[config.mk]
export PLATFORM = sky130hd
export DESIGN_NAME = id_ex_stage
export DESIGN_NICKNAME = d
export VERILOG_FILES = /design/src/rtl/id_ex_stage.sv
export SDC_FILE = /design/constraint.sdc
export NUM_CORES = 1
export LEC_CHECK = 0
export ABC_AREA = 1
export ABC_CLOCK_PERIOD_IN_PS = 2600
export CAP_MARGIN = 20
export CORE_UTILIZATION = 41
export CTS_BUF_LIST = sky130_fd_sc_hd__clkbuf_16
export DETAILED_ROUTE_END_ITERATION = 8
export PLACE_DENSITY_LB_ADDON = 0.08
export SLEW_MARGIN = 20
export SYNTH_ARGS = -nofsm -noshare
export SYNTH_HDL_FRONTEND = slang
export SYNTH_SLANG_ARGS = --single-unit
[constraint.sdc]
create_clock -name clk -period 2.6 [get_ports clk]
set_input_delay 0.52 -clock clk [delete_from_list [all_inputs] [get_ports clk]]
set_output_delay 0.52 -clock clk [all_outputs]
set_load 0.05 [all_outputs]
[src/rtl/id_ex_stage.sv]
// ID/EX pipeline register.
// Captures one decoded instruction per cycle for the execute stage.
// Detects load-use hazards and stalls fetch/decode for one cycle.
// Forwards same-cycle writeback data into captured operands.
// Squashes the incoming instruction when a branch is taken.
// Keeps a saturating stall counter for bring-up.
module id_ex_stage #(
  parameter int DATA_W = 8,
  parameter int PC_W   = 16
) (
  input  logic              clk,
  input  logic              start_i,
  input  logic              valid_i,
  input  logic              flush_i,
  input  logic [3:0]        opcode_i,
  input  logic [3:0]        alu_inst_i,
  input  logic              imm_flag_i,
  input  logic [2:0]        imm_i,
  input  logic [2:0]        reg1_sel_i,
  input  logic [2:0]        reg2_sel_i,
  input  logic [2:0]        dest_i,
  input  logic [DATA_W-1:0] reg1_data_i,
  input  logic [DATA_W-1:0] reg2_data_i,
  input  logic [DATA_W-1:0] regd_data_i,
  input  logic              write_reg_i,
  input  logic              write_mem_i,
  input  logic              read_mem_i,
  input  logic [PC_W-1:0]   jmploc_i,
  input  logic [PC_W-1:0]   pc_i,
  input  logic              wb_write_i,
  input  logic [2:0]        wb_dest_i,
  input  logic [DATA_W-1:0] wb_data_i,
  output logic              valid_o,
  output logic [3:0]        opcode_o,
  output logic [3:0]        alu_inst_o,
  output logic              imm_flag_o,
  output logic [2:0]        imm_o,
  output logic [2:0]        dest_o,
  output logic [DATA_W-1:0] reg1_data_o,
  output logic [DATA_W-1:0] reg2_data_o,
  output logic [DATA_W-1:0] regd_data_o,
  output logic              write_reg_o,
  output logic              write_mem_o,
  output logic              read_mem_o,
  output logic [PC_W-1:0]   jmploc_o,
  output logic [PC_W-1:0]   pc_o,
  output logic              stall_o,
  output logic [7:0]        stall_count_o
);

  logic              match1;
  logic              match2;
  logic              loadBubble;
  logic [DATA_W-1:0] reg1Fwd;
  logic [DATA_W-1:0] reg2Fwd;
  logic [DATA_W-1:0] regdFwd;

  // Load-use hazard: the load in execute writes a register the decode instruction reads.
  // An immediate-format instruction does not read reg2, so reg2 cannot create a hazard.
  always_comb begin
    match1     = (dest_o == reg1_sel_i);
    match2     = (dest_o == reg2_sel_i) && !imm_flag_i;
    stall_o    = valid_o && read_mem_o && write_reg_o && valid_i && !flush_i && (match1 || match2);
    loadBubble = flush_i || stall_o || !valid_i;
  end

  // Writeback bypass: the regfile write lands this cycle, so the read data is stale.
  always_comb begin
    reg1Fwd = (wb_write_i && (wb_dest_i == reg1_sel_i)) ? wb_data_i : reg1_data_i;
    reg2Fwd = (wb_write_i && (wb_dest_i == reg2_sel_i)) ? wb_data_i : reg2_data_i;
    regdFwd = (wb_write_i && (wb_dest_i == dest_i))     ? wb_data_i : regd_data_i;
  end

  // Pipeline register: reset and bubbles both clear every field so execute is deterministic.
  always_ff @(posedge clk) begin
    if (start_i || loadBubble) begin
      valid_o     <= 1'b0;
      opcode_o    <= '0;
      alu_inst_o  <= '0;
      imm_flag_o  <= 1'b0;
      imm_o       <= '0;
      dest_o      <= '0;
      reg1_data_o <= '0;
      reg2_data_o <= '0;
      regd_data_o <= '0;
      write_reg_o <= 1'b0;
      write_mem_o <= 1'b0;
      read_mem_o  <= 1'b0;
      jmploc_o    <= '0;
      pc_o        <= '0;
    end else begin
      valid_o     <= 1'b1;
      opcode_o    <= opcode_i;
      alu_inst_o  <= alu_inst_i;
      imm_flag_o  <= imm_flag_i;
      imm_o       <= imm_i;
      dest_o      <= dest_i;
      reg1_data_o <= reg1Fwd;
      reg2_data_o <= reg2Fwd;
      regd_data_o <= regdFwd;
      write_reg_o <= write_reg_i;
      write_mem_o <= write_mem_i;
      read_mem_o  <= read_mem_i;
      jmploc_o    <= jmploc_i;
      pc_o        <= pc_i;
    end
  end

  // Saturating stall counter; holds at 255 rather than wrapping.
  always_ff @(posedge clk) begin
    if (start_i) begin
      stall_count_o <= '0;
    end else if (stall_o && (stall_count_o != 8'hFF)) begin
      stall_count_o <= stall_count_o + 8'd1;
    end
  end

endmodule

# == Word-level counts from Yosys, hierarchy flattened ==
# Cells that the tools add are included.
# word_totals
reg_bits,83
out_inout_bits,84
# op_classes
n_addsub,1
n_eq_ne,6
muxes,4
n_reduce_logical,17
# ops
operator,count
8-bit 2-to-1 mux,3
3-bit equality test,5
1-bit logical AND,10
"8-bit by 1-bit adder with 8-bit output, second input constant",1
"8-bit inequality test, second input constant",1
1-bit logical OR,4
1-bit zero test,3
1-bit 2-to-1 mux,1

# == Depth between registers and ports, before layout ==
# Gate-level depths: netlist of the first run.
# depth
depth_word,9
ltp_mapped,11
ltp_nobuf,10

# == Worst setup path before layout of the first run ==
# OpenSTA, ideal clock, no wires.
# synth_timing
kind,register to output
start,reg dest_o[1]
end,out stall_o
t_arrival_ns,1.517
required_ns,2.080
slack_ns,0.563
stages_incl_launch_ff,9
path_buffers,0
path_cell_list,dfxtp_1 -> inv_1 -> nand2_1 -> nand2_1 -> nor2_1 -> nand2_2 -> nand2_4 -> nand2_4 -> inv_1
# synth_via
elab_chain_cells,4
elab_cells_between_ends,5
# synth_rtl
element,line_no,rtl
"start, declared",38,"output logic [2:0] dest_o,"
"start signal, assigned",97,dest_o <= dest_i;
3-bit equality test,62,match2 = (dest_o == reg2_sel_i) && !imm_flag_i;
1-bit logical AND,62,
1-bit logical OR *,63,stall_o = valid_o && read_mem_o && write_reg_o && valid_i && !flush_i && (match1 || match2);
1-bit logical AND *,63,
"end, declared",47,"output logic stall_o,"
# Every way passes the cells marked *; elsewhere a longest branch is shown, timed or not.

# == Worst setup path in the final report of the first run ==
# layout_timing
start,in reg2_sel_i[0]
end,out stall_o
# layout_via
elab_chain_cells,4
# layout_rtl
element,line_no,rtl
"start, declared",20,"input logic [2:0] reg2_sel_i,"
3-bit equality test,62,
1-bit logical AND,62,
1-bit logical OR,63,
1-bit logical AND,63,
# Every way passes these cells.

==> results of run 1 <==
-- cells in the mapped netlist, drive strengths merged --
| cell | number |
|---|---|
| o22ai | 2 |
| buf | 9 |
| o21ai | 2 |
| xor2 | 3 |
| nand3 | 25 |
| nor3 | 3 |
| clkinv | 1 |
| ha | 1 |
| a21oi | 27 |
| nand2 | 69 |
| inv | 80 |
| dfxtp | 83 |
| xnor2 | 4 |
| nor2 | 73 |
| or2 | 8 |
| nand4 | 4 |
-- kinds of logic (layout without fill, tap and decap cells) --
kind of cell,count (synthesis),in the layout,share of synthesized area
adder cells (fa/ha/maj),1,1,0.00386
buffers and inverters,90,282,0.134
XOR/XNOR,7,7,0.0189
flip-flops,83,83,0.513
AO/OA/AOI/OAI,31,31,0.0510
AND/OR/NAND/NOR,182,182,0.279
-- per-stage QoR --
stage / power, W / util / cell area, um^2
global placement: 0.00182 / 0.665 / 5110
finish: 0.00305 / 0.704 / 5410
detailed placement: 0.00182 / 0.665 / 5110
floorplan: 0.00159 / - / 3240
CTS: 0.00308 / 0.704 / 5410
global route: 0.00318 / 0.704 / 5410
-- layer usage --
metal | part of all wire | GRT usage | up-vias
met1 | 0.40 | 0.231 | 1297
met5 | 0 | 0 | -
met4 | 0.021 | 0.0780 | 0
met3 | 0.10 | 0.0850 | 15
met2 | 0.47 | 0.346 | 123
li1 | - | - | 1550
-- layout by cell type (no fill, tap or decap), drive strengths merged --
| cell | instances |
|---|---|
| clkinv | 3 |
| xor2 | 3 |
| o22ai | 2 |
| nand4 | 4 |
| bufinv | 1 |
| dfxtp | 83 |
| nand2 | 69 |
| inv | 82 |
| o21ai | 2 |
| a21oi | 27 |
| buf | 7 |
| clkinvlp | 2 |
| xnor2 | 4 |
| clkdlybuf4s50 | 178 |
| nor2 | 73 |
| or2 | 8 |
| clkbuf | 9 |
| ha | 1 |
| nand3 | 25 |
| nor3 | 3 |
-- worst max-delay path, stage by stage --
cell,delay [ns]
clkdlybuf4s50_1,0.50
inv_1,0.07
nand2_1,0.06
nand2_1,0.05
nor2_2,0.11
nand2_2,0.07
nand2_4,0.12
nand2_4,0.07
inv_1,0.10
buf_12,0.14
-- sequential cells by signal, summed over array words and instances (netlist names), 3 cells and up --
| signal | cells |
|---|---|
| dest_o | 3 |
| reg1_data_o | 8 |
| stall_count_o | 8 |
| alu_inst_o | 4 |
| opcode_o | 4 |
| jmploc_o | 16 |
| imm_o | 3 |
| reg2_data_o | 8 |
| pc_o | 16 |
| regd_data_o | 8 |
-- cell type report --
| cell class | count | area [um^2] |
|---|---|---|
| clock inverter | 7 | 75.1 |
| inverter | 81 | 304 |
| sequential | 83 | 1660 |
| multi-input combinational | 221 | 1150 |
| clock buffer | 9 | 225 |
| timing repair buffer | 185 | 1870 |
| fill | 639 | 2270 |
| tap | 102 | 128 |
-- power groups by stage --
stage          sequential [W]  combinational (W)  clock, W
6_report              0.00131           0.000479   0.00126
5_1_grt               0.00132           0.000511   0.00135
4_1_cts               0.00131           0.000482   0.00129
3_5_place_dp          0.00134           0.000479         0
3_3_place_gp          0.00134           0.000475         0
2_1_floorplan         0.00146           0.000129         0
-- worst max path at each step --
| stage | start | end | slack, ns | cells past startpoint |
|---|---|---|---|---|
| after floorplan | dest_o[1] | stall_o | 0.56 | 8 |
| after detailed placement | reg2_sel_i[0] | stall_o | 0.27 | 10 |
| after global routing | reg2_sel_i[0] | stall_o | 0.17 | 10 |
| after global placement | reg1_sel_i[2] | stall_o | 0.30 | 7 |
| final | reg2_sel_i[0] | stall_o | 0.27 | 10 |
| after CTS | reg2_sel_i[0] | stall_o | 0.27 | 10 |
==> impl_metrics.ini, run 1 <==
[run_status]
status = completed

[placed_design]
place_ws_ns = 0.266
port_buffers = 179
dp_cells = 672
place_hpwl_um = 6320
gp_congestion = 0.819

[clocking]
cts_tree = done
cts_resized = 0
clk_pin_slew_ns = 0.06
cts.sinks = 83
h-tree-depth = 3
root_buffer = clkbuf_16
post_cts_buffers = 0
numCtsBuffers = 9
clockBufferDepth = 2
clock_latency_ns = 0.33
hold_buffers = 0

[sta]
slew_viol_final = 0
period_needed_ns = 2.33
fmaxAchievable_mhz = 429
final-setup-viol-count = 0
slew_headroom = 0.636
rsz0062_at_grt = no
tns_ns = 0
hold_viol = 0
whs_ns = 0.554
setup_ws_ns = 0.271
period_share = 0.896
clock_skew_ns = 0.00651
worst_slew_pin_slew_ns = 0.544

[worst_hold_path]
min_to = stall_count_o[1]
worstHoldPathCells = 4
min_from = stall_count_o[1]
hp-class = flip-flop to flip-flop

[floorplan]
die_h_um = 90.9
start_util = 0.421
fp.coreArea_mm2 = 0.00769
die_area_mm2 = 0.00826
chipWidth_um = 90.9
io_pins = 180
rows = 32

[final_layout]
num_antenna_cells = 0
nets = 678
drive_gt1_frac = 0.148
fin_cells = 688
synthToLayoutAreaGrowth_pct = 67.2

[power_and_ir_drop]
max-vdd-ir-drop_mv = 0.367
comb_power_share = 0.157
power.share.sequential = 0.430
p_sw_w = 0.000774
intPower_w = 0.00228
switching_share = 0.254
clkPwrFrac = 0.413
power.density_mw_per_mm2 = 564
power.leakage_nw = 2.38

[global_route]
grt_pass1_wl_um = 13200
antenna_found_initial = 0
grt_use_total = 0.206
grt_pass1_vias = 2887
grt_max_degree = 28
grt_overflow = 0

[synthesis]
synth_area_mm2 = 0.00324
synth.avg_cell_area_um2 = 8.22
synth_top_area_share = 0.513
synth_cell_types = 25
syn-num-nets = 491
ys_top_cells_by_area = dfxtp_1 51%, nor2_2 9.9%, inv_1 9.2%
yosys_register_bits = 83
syn_inst = 394
yosysSeqAreaShare = 0.513
synth_top_cell_by_area = dfxtp_1
ys_warn_count = 0

[job]
drv_cap = 0

[detailed_routing]
wl_um = 8180
first_pass_iters = 4
drtIter0Drc = 42
detail_route.wl_per_cell_um = 11.9
drtAntennaViolNets = 0
vias = 2985
routed_via_density = 4.34
drc_errors = 0

[critical_path]
start_kind = input port
reg2reg_setup_slack_ns = 0.94
reg2reg_to = pc_o[14]
arrival_ns = 1.81
critical_path_required_ns = 2.08
path_class = input port to output pin
cp-end-kind = output pin
path_max_fanout = 10
r2r_start = dest_o[0]
r2r_cells = 10
Note: power is estimated with default switching activity, not from simulation.
==> inputs of run 2 (changes only) <==
- SKIP_CTS_REPAIR_TIMING: default -> 1
==> results of run 2 <==
The final DEF is identical to that of run 1; final timing and power are the same.
